==> src/rtl/i2c_target_regs.sv <==
// I2C target with a byte-wide register file and write strobe.
// Pointer byte selects the register; reads and writes auto-increment it.
module i2c_target_regs #(
  parameter logic [6:0] I2C_ADDR = 7'h42,
  parameter int NREG = 8,
  parameter int FILT_LEN = 4
) (
  input  logic                    axi_aclk,
  input  logic                    axi_aresetn,
  input  logic                    scl_i,
  output logic                    scl_o,
  output logic                    scl_t,
  input  logic                    sda_i,
  output logic                    sda_o,
  output logic                    sda_t,
  output logic [NREG*8-1:0]       regs,
  output logic                    wr_stb,
  output logic [$clog2(NREG)-1:0] wr_idx,
  output logic                    busy
);

  localparam int PW = $clog2(NREG);
  localparam int CW = (FILT_LEN > 1) ? $clog2(FILT_LEN) : 1;
  localparam logic [CW-1:0] FMAX = CW'(FILT_LEN - 1);

  localparam logic [3:0] S_IDLE = 4'd0;
  localparam logic [3:0] S_ADDR = 4'd1;
  localparam logic [3:0] S_AACK = 4'd2;
  localparam logic [3:0] S_PTR  = 4'd3;
  localparam logic [3:0] S_PACK = 4'd4;
  localparam logic [3:0] S_WDAT = 4'd5;
  localparam logic [3:0] S_WACK = 4'd6;
  localparam logic [3:0] S_RDAT = 4'd7;
  localparam logic [3:0] S_MACK = 4'd8;
  localparam logic [3:0] S_IGN  = 4'd9;

  // bit 0 = scl, bit 1 = sda
  logic [1:0]      r_s1;
  logic [1:0]      r_s2;
  logic [1:0]      r_f;
  logic [1:0]      r_fd;
  logic [CW-1:0]   r_fcnt [2];

  logic [3:0]      r_state;
  logic [3:0]      r_bcnt;
  logic [7:0]      r_shift;
  logic            r_rw;
  logic [PW-1:0]   r_ptr;
  logic [NREG*8-1:0] r_regs;
  logic            r_sda_t;
  logic            r_stb;
  logic [PW-1:0]   r_idx;
  logic            r_busy;

  logic            w_sda_f;
  logic            w_rise;
  logic            w_fall;
  logic            w_start;
  logic            w_stop;
  logic            w_bit8;
  logic            w_shifting;
  logic [7:0]      w_rd;

  always_ff @(posedge axi_aclk or negedge axi_aresetn) begin
    if (!axi_aresetn) begin
      r_s1      <= 2'b11;
      r_s2      <= 2'b11;
      r_f       <= 2'b11;
      r_fd      <= 2'b11;
      r_fcnt[0] <= '0;
      r_fcnt[1] <= '0;
    end else begin
      r_s1 <= {sda_i, scl_i};
      r_s2 <= r_s1;
      r_fd <= r_f;
      for (int k = 0; k < 2; k++) begin
        if (r_s2[k] == r_f[k]) begin
          r_fcnt[k] <= '0;
        end else if (r_fcnt[k] == FMAX) begin
          r_f[k]    <= r_s2[k];
          r_fcnt[k] <= '0;
        end else begin
          r_fcnt[k] <= r_fcnt[k] + 1'b1;
        end
      end
    end
  end

  assign w_sda_f    = r_f[1];
  assign w_rise     = r_f[0] & ~r_fd[0];
  assign w_fall     = ~r_f[0] & r_fd[0];
  assign w_start    = r_fd[1] & ~r_f[1] & r_f[0];
  assign w_stop     = ~r_fd[1] & r_f[1] & r_f[0];
  assign w_bit8     = (r_bcnt == 4'd8);
  assign w_shifting = (r_state == S_ADDR) || (r_state == S_PTR) ||
                      (r_state == S_WDAT);
  assign w_rd       = r_regs[{r_ptr, 3'b000} +: 8];

  always_ff @(posedge axi_aclk or negedge axi_aresetn) begin
    if (!axi_aresetn) begin
      r_state <= S_IDLE;
      r_bcnt  <= '0;
      r_shift <= '0;
      r_rw    <= 1'b0;
      r_ptr   <= '0;
      r_regs  <= '0;
      r_sda_t <= 1'b1;
      r_stb   <= 1'b0;
      r_idx   <= '0;
      r_busy  <= 1'b0;
    end else begin
      r_stb <= 1'b0;
      if (w_stop) begin
        r_state <= S_IDLE;
        r_sda_t <= 1'b1;
        r_busy  <= 1'b0;
      end else if (w_start) begin
        r_state <= S_ADDR;
        r_bcnt  <= '0;
        r_sda_t <= 1'b1;
      end else begin
        if (w_shifting && w_rise && !w_bit8) begin
          r_shift <= {r_shift[6:0], w_sda_f};
          r_bcnt  <= r_bcnt + 1'b1;
        end
        case (r_state)
          S_ADDR: if (w_fall && w_bit8) begin
            r_bcnt <= '0;
            if (r_shift[7:1] == I2C_ADDR) begin
              r_state <= S_AACK;
              r_sda_t <= 1'b0;
              r_busy  <= 1'b1;
              r_rw    <= r_shift[0];
            end else begin
              r_state <= S_IGN;
            end
          end
          S_AACK: if (w_fall) begin
            if (r_rw) begin
              r_sda_t <= w_rd[7];
              r_shift <= {w_rd[6:0], 1'b0};
              r_bcnt  <= 4'd1;
              r_ptr   <= r_ptr + 1'b1;
              r_state <= S_RDAT;
            end else begin
              r_sda_t <= 1'b1;
              r_state <= S_PTR;
            end
          end
          S_PTR: if (w_fall && w_bit8) begin
            r_bcnt  <= '0;
            r_ptr   <= r_shift[PW-1:0];
            r_sda_t <= 1'b0;
            r_state <= S_PACK;
          end
          S_WDAT: if (w_fall && w_bit8) begin
            r_bcnt <= '0;
            r_regs[{r_ptr, 3'b000} +: 8] <= r_shift;
            r_stb   <= 1'b1;
            r_idx   <= r_ptr;
            r_ptr   <= r_ptr + 1'b1;
            r_sda_t <= 1'b0;
            r_state <= S_WACK;
          end
          S_PACK, S_WACK: if (w_fall) begin
            r_sda_t <= 1'b1;
            r_state <= S_WDAT;
          end
          S_RDAT: if (w_fall) begin
            if (w_bit8) begin
              r_sda_t <= 1'b1;
              r_state <= S_MACK;
            end else begin
              r_sda_t <= r_shift[7];
              r_shift <= {r_shift[6:0], 1'b0};
              r_bcnt  <= r_bcnt + 1'b1;
            end
          end
          S_MACK: begin
            if (w_rise && w_sda_f) begin
              r_state <= S_IGN;
            end else if (w_fall) begin
              r_sda_t <= w_rd[7];
              r_shift <= {w_rd[6:0], 1'b0};
              r_bcnt  <= 4'd1;
              r_ptr   <= r_ptr + 1'b1;
              r_state <= S_RDAT;
            end
          end
          S_IGN: r_sda_t <= 1'b1;
          default: ;
        endcase
      end
    end
  end

  assign scl_o  = 1'b0;
  assign scl_t  = 1'b1;
  assign sda_o  = 1'b0;
  assign sda_t  = r_sda_t;
  assign regs   = r_regs;
  assign wr_stb = r_stb;
  assign wr_idx = r_idx;
  assign busy   = r_busy;

endmodule

==> config.mk <==
export PLATFORM = sky130hd
export DESIGN_NAME = i2c_target_regs
export DESIGN_NICKNAME = d
export VERILOG_FILES = /design/src/rtl/i2c_target_regs.sv
export SDC_FILE = /design/constraint.sdc
export NUM_CORES = 1
export LEC_CHECK = 0
export CELL_PAD_IN_SITES_DETAIL_PLACEMENT = 0
export CELL_PAD_IN_SITES_GLOBAL_PLACEMENT = 1
export CORE_MARGIN = 10
export CORE_UTILIZATION = 46
export CTS_CLUSTER_DIAMETER = 50
export DETAILED_ROUTE_END_ITERATION = 6
export PLACE_DENSITY_LB_ADDON = 0.15
export SYNTH_ARGS = -nofsm -noshare
export SYNTH_HDL_FRONTEND = slang
export SYNTH_SLANG_ARGS = --single-unit
==> constraint.sdc <==
create_clock -name axi_aclk -period 8.2 [get_ports axi_aclk]
set_clock_uncertainty 0.1 [all_clocks]
set_input_delay 1.23 -clock axi_aclk [delete_from_list [all_inputs] [get_ports axi_aclk]]
set_output_delay 1.23 -clock axi_aclk [all_outputs]
set_load 0.05 [all_outputs]
==> results of run 1 <==
==> Yosys cell counts, types with 4 or more instances <==
cell	n
a211o_1	4
a2bb2oi_1	4
nor2_1	23
mux4_2	16
buf_4	4
a31oi_1	12
mux2i_1	4
nand3b_1	8
mux2_2	17
ha_1	10
a21oi_1	15
dfrtp_1	93
a21o_1	4
nor3_1	12
dfstp_2	9
inv_1	10
and2_1	5
a221o_1	5
nor2b_1	7
xnor2_1	4
buf_2	14
clkbuf_1	26
o21ai_0	75
nand2_1	132
nand3_1	10
==> cell usage in the layout, fill, tap and decap left out, drive strengths merged, types with 5 or more instances in the layout <==
cell | synthesis | layout
clkdlybuf4s50 | 0 | 72
nand2 | 132 | 132
nor3 | 15 | 15
dfrtp | 93 | 93
dfstp | 9 | 9
nand3b | 8 | 8
nor4 | 5 | 5
nand3 | 10 | 10
mux4 | 16 | 16
a21oi | 15 | 15
a31oi | 12 | 12
o21ai | 77 | 77
clkbuf | 26 | 11
ha | 10 | 10
and2 | 5 | 5
mux2 | 17 | 17
nor2b | 7 | 7
inv | 10 | 12
buf | 21 | 5
nor2 | 23 | 23
a221o | 5 | 5
==> how the worst max path moves through the flow <==
stage	startpoint	to	depth (start not counted)
global placement	r_ptr[1]	regs[32]	7
detailed placement	r_ptr[1]	regs[35]	7
finish	r_ptr[1]	regs[37]	7
floorplan	r_ptr[1]	regs[32]	11
CTS	r_ptr[1]	regs[37]	7
global route	r_ptr[1]	regs[37]	7
==> final cells by class <==
| type | instances | area share |
|---|---|---|
| clock buffers | 11 | 0.0366 |
| clock inverters | 5 | 0.00490 |
| well taps | 147 | 0.0277 |
| inverters | 11 | 0.00622 |
| flip-flops and latches | 102 | 0.386 |
| multi-input cells | 431 | 0.424 |
| repair buffers | 77 | 0.114 |
==> report_power, final <==
| group | switching (mW) | internal [mW] |
|---|---|---|
| combinational | 0.150 | 0.0923 |
| sequential | 0.0904 | 0.545 |
| clock | 0.196 | 0.215 |
| total | 0.436 | 0.853 |
==> cells by family (layout without fill, tap and decap cells) <==
group | Yosys count | after routing | synth area share
simple gates | 228 | 228 | 0.198
buf+inv | 58 | 104 | 0.0457
fa+ha+maj | 10 | 10 | 0.0222
compound gates | 148 | 148 | 0.165
flops | 102 | 102 | 0.455
mux | 37 | 37 | 0.105
other cells | 2 | 3 | 0.00133
xor+xnor | 5 | 5 | 0.00777
==> registers in the layout, summed over array words and instances (netlist names) <==
register / count
r_f: 2
r_fd: 2
r_shift: 8
r_rw: 1
r_fcnt: 4
r_state: 4
wr_stb: 1
sda_t: 1
r_ptr: 3
r_bcnt: 4
wr_idx: 3
regs: 64
busy: 1
r_s2: 2
r_s1: 2
==> critical path, stage by stage (launching register included) <==
cell,delay (ps)
dfrtp_1,1090
inv_1,210
ha_1,250
ha_1,410
nor4b_2,440
o211ai_1,510
nand2_1,190
o21ai_0,100
==> metal layers <==
layer	track usage	share of wire	up-vias	wire [um]
met2	0.350	0.50	146	8690
met5	0	0	-	0
met4	0.0955	0.027	0	478
li1	-	-	2185	-
met1	0.263	0.42	2351	7350
met3	0.0403	0.051	29	882
==> per-stage QoR <==
step,hold WS [ps],area (um2)
after CTS,257,6640
after global placement,248,6360
after detailed placement,247,6360
final,255,6640
after floorplan,245,5640
after global routing,260,6640
==> summary.md, run 1 <==
| Metric | Value |
|---|---|
| Full die area | `17100 um2` |
| H-tree Lvls | `3` |
| Synthesized flop and latch total | `102` |
| Fin crit period | `3470 ps` |
| # diodes | `0` |
| Hold depth | `0` |
| Hold Violations, Final | `0` |
| Layout area overhead | `17.8%` |
| Initial antenna violation count | `0` |
| Worst reg2reg startpoint | `r_ptr[1]` |
| Final setup TNS | `0 ps` |
| Ys async rst share | `1.00` |
| First-pass iteration count of the detailed router | `5` |
| Chip height | `131 um` |
| Synth top area cells | `dfrtp_1 (41%), nand2_1 (8.8%), o21ai_0 (6.7%)` |
| Dpl hpwl | `12.0 mm` |
| Syn. warnings | `0` |
| Area leader, netlist | `dfrtp_1` |
| Register area share after synthesis | `0.455` |
| Rel. slew slack | `0.252` |
| Hold-fix buffers, CTS | `0` |
| Total core area | `12000 um2` |
| PD cells | `194 nW/um2` |
| Final worst path period share | `0.423` |
| Max-slew violations | `0` |
| Leakage | `2.65 nW` |
| Critical Path AT | `3560 ps` |
| Routed wire length | `17.4 mm` |
| Worst IR Drop VDD | `0.000124 V` |
| DRC viols | `0` |
| Flop2flop setup slack | `4730 ps` |
| GPL Wtd Cong | `0.829` |
| Critical R2R Capture | `regs[37]` |
| Post-placement cell count | `768` |
| CP Max Fanout | `23` |
| Setup crit start kind | `flip-flop` |
| Layout Nets | `646` |
| Total grt overflow | `0` |
| Syn Std Cell Area | `5630 um2` |
| I/O Buffers | `73` |
| Util after Layout | `0.553` |
| WL per Instance | `22.2 um` |
| Cell count of the worst reg-to-reg path | `7` |
| Worst hold start | `r_s1[0]` |
| Outcome | `finished, final reports clean` |
| Tightest Pin Transition | `1120 ps` |
| Post-layout power | `1.29 mW` |
| Final ANT Viol Nets | `0` |
| CTS tree | `yes` |
| EDFF count, synth | `0` |
| Worst Hold Endpoint | `r_s2[0]` |
| CTS Buf Count | `9` |
| Synth top area share | `0.413` |
| Largest net degree at the start of global routing | `78` |
| Clock Pin Slew Worst Setup and Hold Paths | `70 ps` |
| WS Path Type | `reg2reg` |
| Width of the die | `131 um` |
| Resize count post-CTS | `0` |
| Initial Util | `0.469` |
| Skew-Pair Late Insertion Delay | `350 ps` |
| Iter 0 DRT Violations | `413` |
| Fin worst setup slack | `4730 ps` |
| RSZ-0062 raised after global routing | `no` |
| Avg Synthesized Cell Area | `9.55 um2` |
| Vias in the first global route | `4713` |
| CP required | `8290 ps` |
| Gr usage total | `0.211` |
| Max clock buf depth | `2` |
| Register Area | `2560 um2` |
| Fillcell total | `1090` |
| Place WS | `4780 ps` |
| Post-CTS Setup Inserts | `0` |
| Syn Inst Count | `590` |
| Ys flop type | `dfrtp_1` |
| Synth unique cells | `65` |
| Num ports | `77` |
| Clk root buf | `clkbuf_16` |
| CP Capture Type | `flip-flop` |
| Hold Crit Class | `reg2reg` |
| Final Non-Filler Cells | `784` |
| Layout cells sized above 1 | `0.111` |
| Vias per Instance | `6.01` |
| # clock sinks | `102` |
| Multi-input logic area | `2820 um2` |
| First-pass GRT wire length | `27.5 mm` |
| Fmax | `288 MHz` |
| Max-cap violations | `0` |
| Row cnt | `40` |
| Final setup viols | `0` |
| Vias | `4711` |
Power figures use the tool's default switching activity.
==> inputs of run 2 (changes only) <==
--- a/config.mk
+++ b/config.mk
@@ -8,7 +8,7 @@
 export CELL_PAD_IN_SITES_DETAIL_PLACEMENT = 0
 export CELL_PAD_IN_SITES_GLOBAL_PLACEMENT = 1
 export CORE_MARGIN = 10
-export CORE_UTILIZATION = 46
+export CORE_UTILIZATION = 39
 export CTS_CLUSTER_DIAMETER = 50
 export DETAILED_ROUTE_END_ITERATION = 6
 export PLACE_DENSITY_LB_ADDON = 0.15
==> constraint.sdc (replaced) <==
create_clock -name axi_aclk -period 3.1 [get_ports axi_aclk]
set_clock_uncertainty 0.1 [all_clocks]
set_input_delay 0.465 -clock axi_aclk [delete_from_list [all_inputs] [get_ports axi_aclk]]
set_output_delay 0.465 -clock axi_aclk [all_outputs]
set_load 0.05 [all_outputs]
==> summary.md, run 2 (synthesized netlist as in run 1, its figures left out) <==
| Metric | Value |
|---|---|
| Outcome | `finished, final reports clean` |
| Grt met3 use | `0.0521 (+0.0118)` |
| Final setup TNS | `0 ps (unchanged)` |
| Hold_ws | `79.9 ps (-175 ps)` |
| Worst IR Drop VDD | `0.000307 V (+150%)` |
| Chip height | `140 um (+7.3%)` |
| First-pass iteration count of the detailed router | `4 (-1)` |
| # diodes | `0 (unchanged)` |
| Hold-fix buffers, CTS | `0 (unchanged)` |
| Row cnt | `43 (+7.5%)` |
| I/O Buffers | `73 (unchanged)` |
| Dpl hpwl | `12.7 mm (+5.5%)` |
| Max-slew violations | `0 (unchanged)` |
| Routed wire length | `17.8 mm (+2.4%)` |
| Post-layout power | `3.64 mW (+180%)` |
| CTS Buf Count | `9 (unchanged)` |
| H-tree Lvls | `3 (unchanged)` |
| Total grt overflow | `0 (unchanged)` |
| WL per Instance | `21.3 um (-3.9%)` |
| PD cells | `529 nW/um2 (+170%)` |
| Total core area | `14000 um2 (+17%)` |
| Vias in the first global route | `4828 (+2.4%)` |
| Final setup viols | `0 (unchanged)` |
| Tightest Pin Transition | `1040 ps (-86.4 ps)` |
| CP Max Fanout | `14 (-39%)` |
| Vias | `4748 (+0.79%)` |
| Clock Pin Slew Worst Setup and Hold Paths | `70 ps (about the same)` |
| Met2 GRT Util | `0.284 (-0.0652)` |
| Num ports | `77 (unchanged)` |
| Layout cells sized above 1 | `0.139 (+0.0273)` |
| Layout Nets | `665 (+2.9%)` |
| CP Capture Type | `flip-flop` |
| Leakage | `2.76 nW (+4.4%)` |
| Vias per Instance | `5.68 (-5.5%)` |
| Skew-Pair Late Insertion Delay | `360 ps (about the same)` |
| Resize count post-CTS | `0 (unchanged)` |
| Post-CTS Setup Inserts | `0 (unchanged)` |
| Most frequent cells in the layout | `nand2_1 (132), dfrtp_1 (93), o21ai_0 (75)` |
| Hold Crit Class | `in2async` |
| Initial Util | `0.401 (-0.0678)` |
| Initial antenna violation count | `0 (unchanged)` |
| GPL Wtd Cong | `0.862 (+4.0%)` |
| Layout area overhead | `22.3%` |
| DRC viols | `0 (unchanged)` |
| Final worst path period share | `0.866 (+0.443)` |
| Most common cell after layout, fill and taps aside | `nand2_1` |
| Full die area | `19700 um2 (+15%)` |
| WS Path Type | `reg2reg` |
| Final ANT Viol Nets | `0 (unchanged)` |
| First-pass GRT wire length | `28.4 mm (+3.3%)` |
| Max reg flops | `64 (unchanged)` |
| # clock sinks | `102 (unchanged)` |
| RSZ-0062 raised after global routing | `no` |
| Hold Violations, Final | `0 (unchanged)` |
| Fin crit period | `2680 ps (-784 ps)` |
| Setup crit start kind | `flip-flop` |
| Critical Path AT | `2820 ps (-740 ps)` |
| CTS tree | `yes` |
| Gr usage total | `0.181 (-0.0303)` |
| Max-cap violations | `0 (unchanged)` |
| Iter 0 DRT Violations | `396 (-4.1%)` |
| Max clock buf depth | `2 (unchanged)` |
| Fmax | `373 MHz (+29%)` |
| GRT met1 Usage | `0.233 (-0.0296)` |
| Most Used Layer, Global Route | `met2` |
| Width of the die | `140 um (+7.3%)` |
| Clk root buf | `clkbuf_16` |
| Rel. slew slack | `0.306 (+0.0545)` |
| Largest net degree at the start of global routing | `56 (-28%)` |
| CP required | `3240 ps (-5050 ps)` |
-- run 2: worst max-delay path, cell delays in order (launching register included) --
cell and delay [ps]:
dfrtp_1 490, inv_1 80, ha_1 220, and3b_1 400, or3_4 520, nor3_2 470, o22a_1 210, o22ai_1 80
-- run 2: final cells by class --
type                    count  area, um2
repair buffers             96        913
flip-flops and latches    102       2560
well taps                 180        225
multi-input cells         431       2820
clock buffers               9        225
fillers                  1338       7150
clock inverters             7        103
inverters                  11       41.3
-- run 2: path summary, 6_finish.rpt --
path                             start          to  slack, ps  depth (start not counted)
setup / recovery             r_bcnt[0]  r_shift[7]        420                          7
hold / removal             axi_aresetn   r_fcnt[0]         80                          1
setup reg to reg             r_bcnt[0]  r_shift[7]        420                          7
hold reg to reg                r_s1[1]     r_s2[1]        260                          0
max in group asynchronous  axi_aresetn     r_fd[0]       2030                          2
min in group axi_aclk          r_s1[1]     r_s2[1]        260                          0
-- run 2: stage by stage --
step | worst slack (ps) | instances | cell area [um2] | util
floorplan | 140 | 591 | 5640 | -
global placement | 530 | 820 | 6560 | 0.467
detailed placement | 466 | 820 | 6560 | 0.467
CTS | 424 | 836 | 6890 | 0.491
global route | 269 | 836 | 6890 | 0.491
finish | 416 | 836 | 6890 | 0.491
-- run 2: report_power, final --
| part | switching (mW) | internal [mW] | leakage [nW] |
|---|---|---|---|
| Clock | 0.559 | 0.720 | 0.162 |
| Combinational | 0.420 | 0.271 | 1.22 |
| Sequential | 0.228 | 1.44 | 1.38 |
-- run 2: per-layer routing --
layer  share of wire  up-vias  wire length, um
met5               0        -                0
met4           0.022        0              399
met3           0.064       22             1150
met2            0.48      139             8530
met1            0.43     2361             7740
li1                -     2226                -
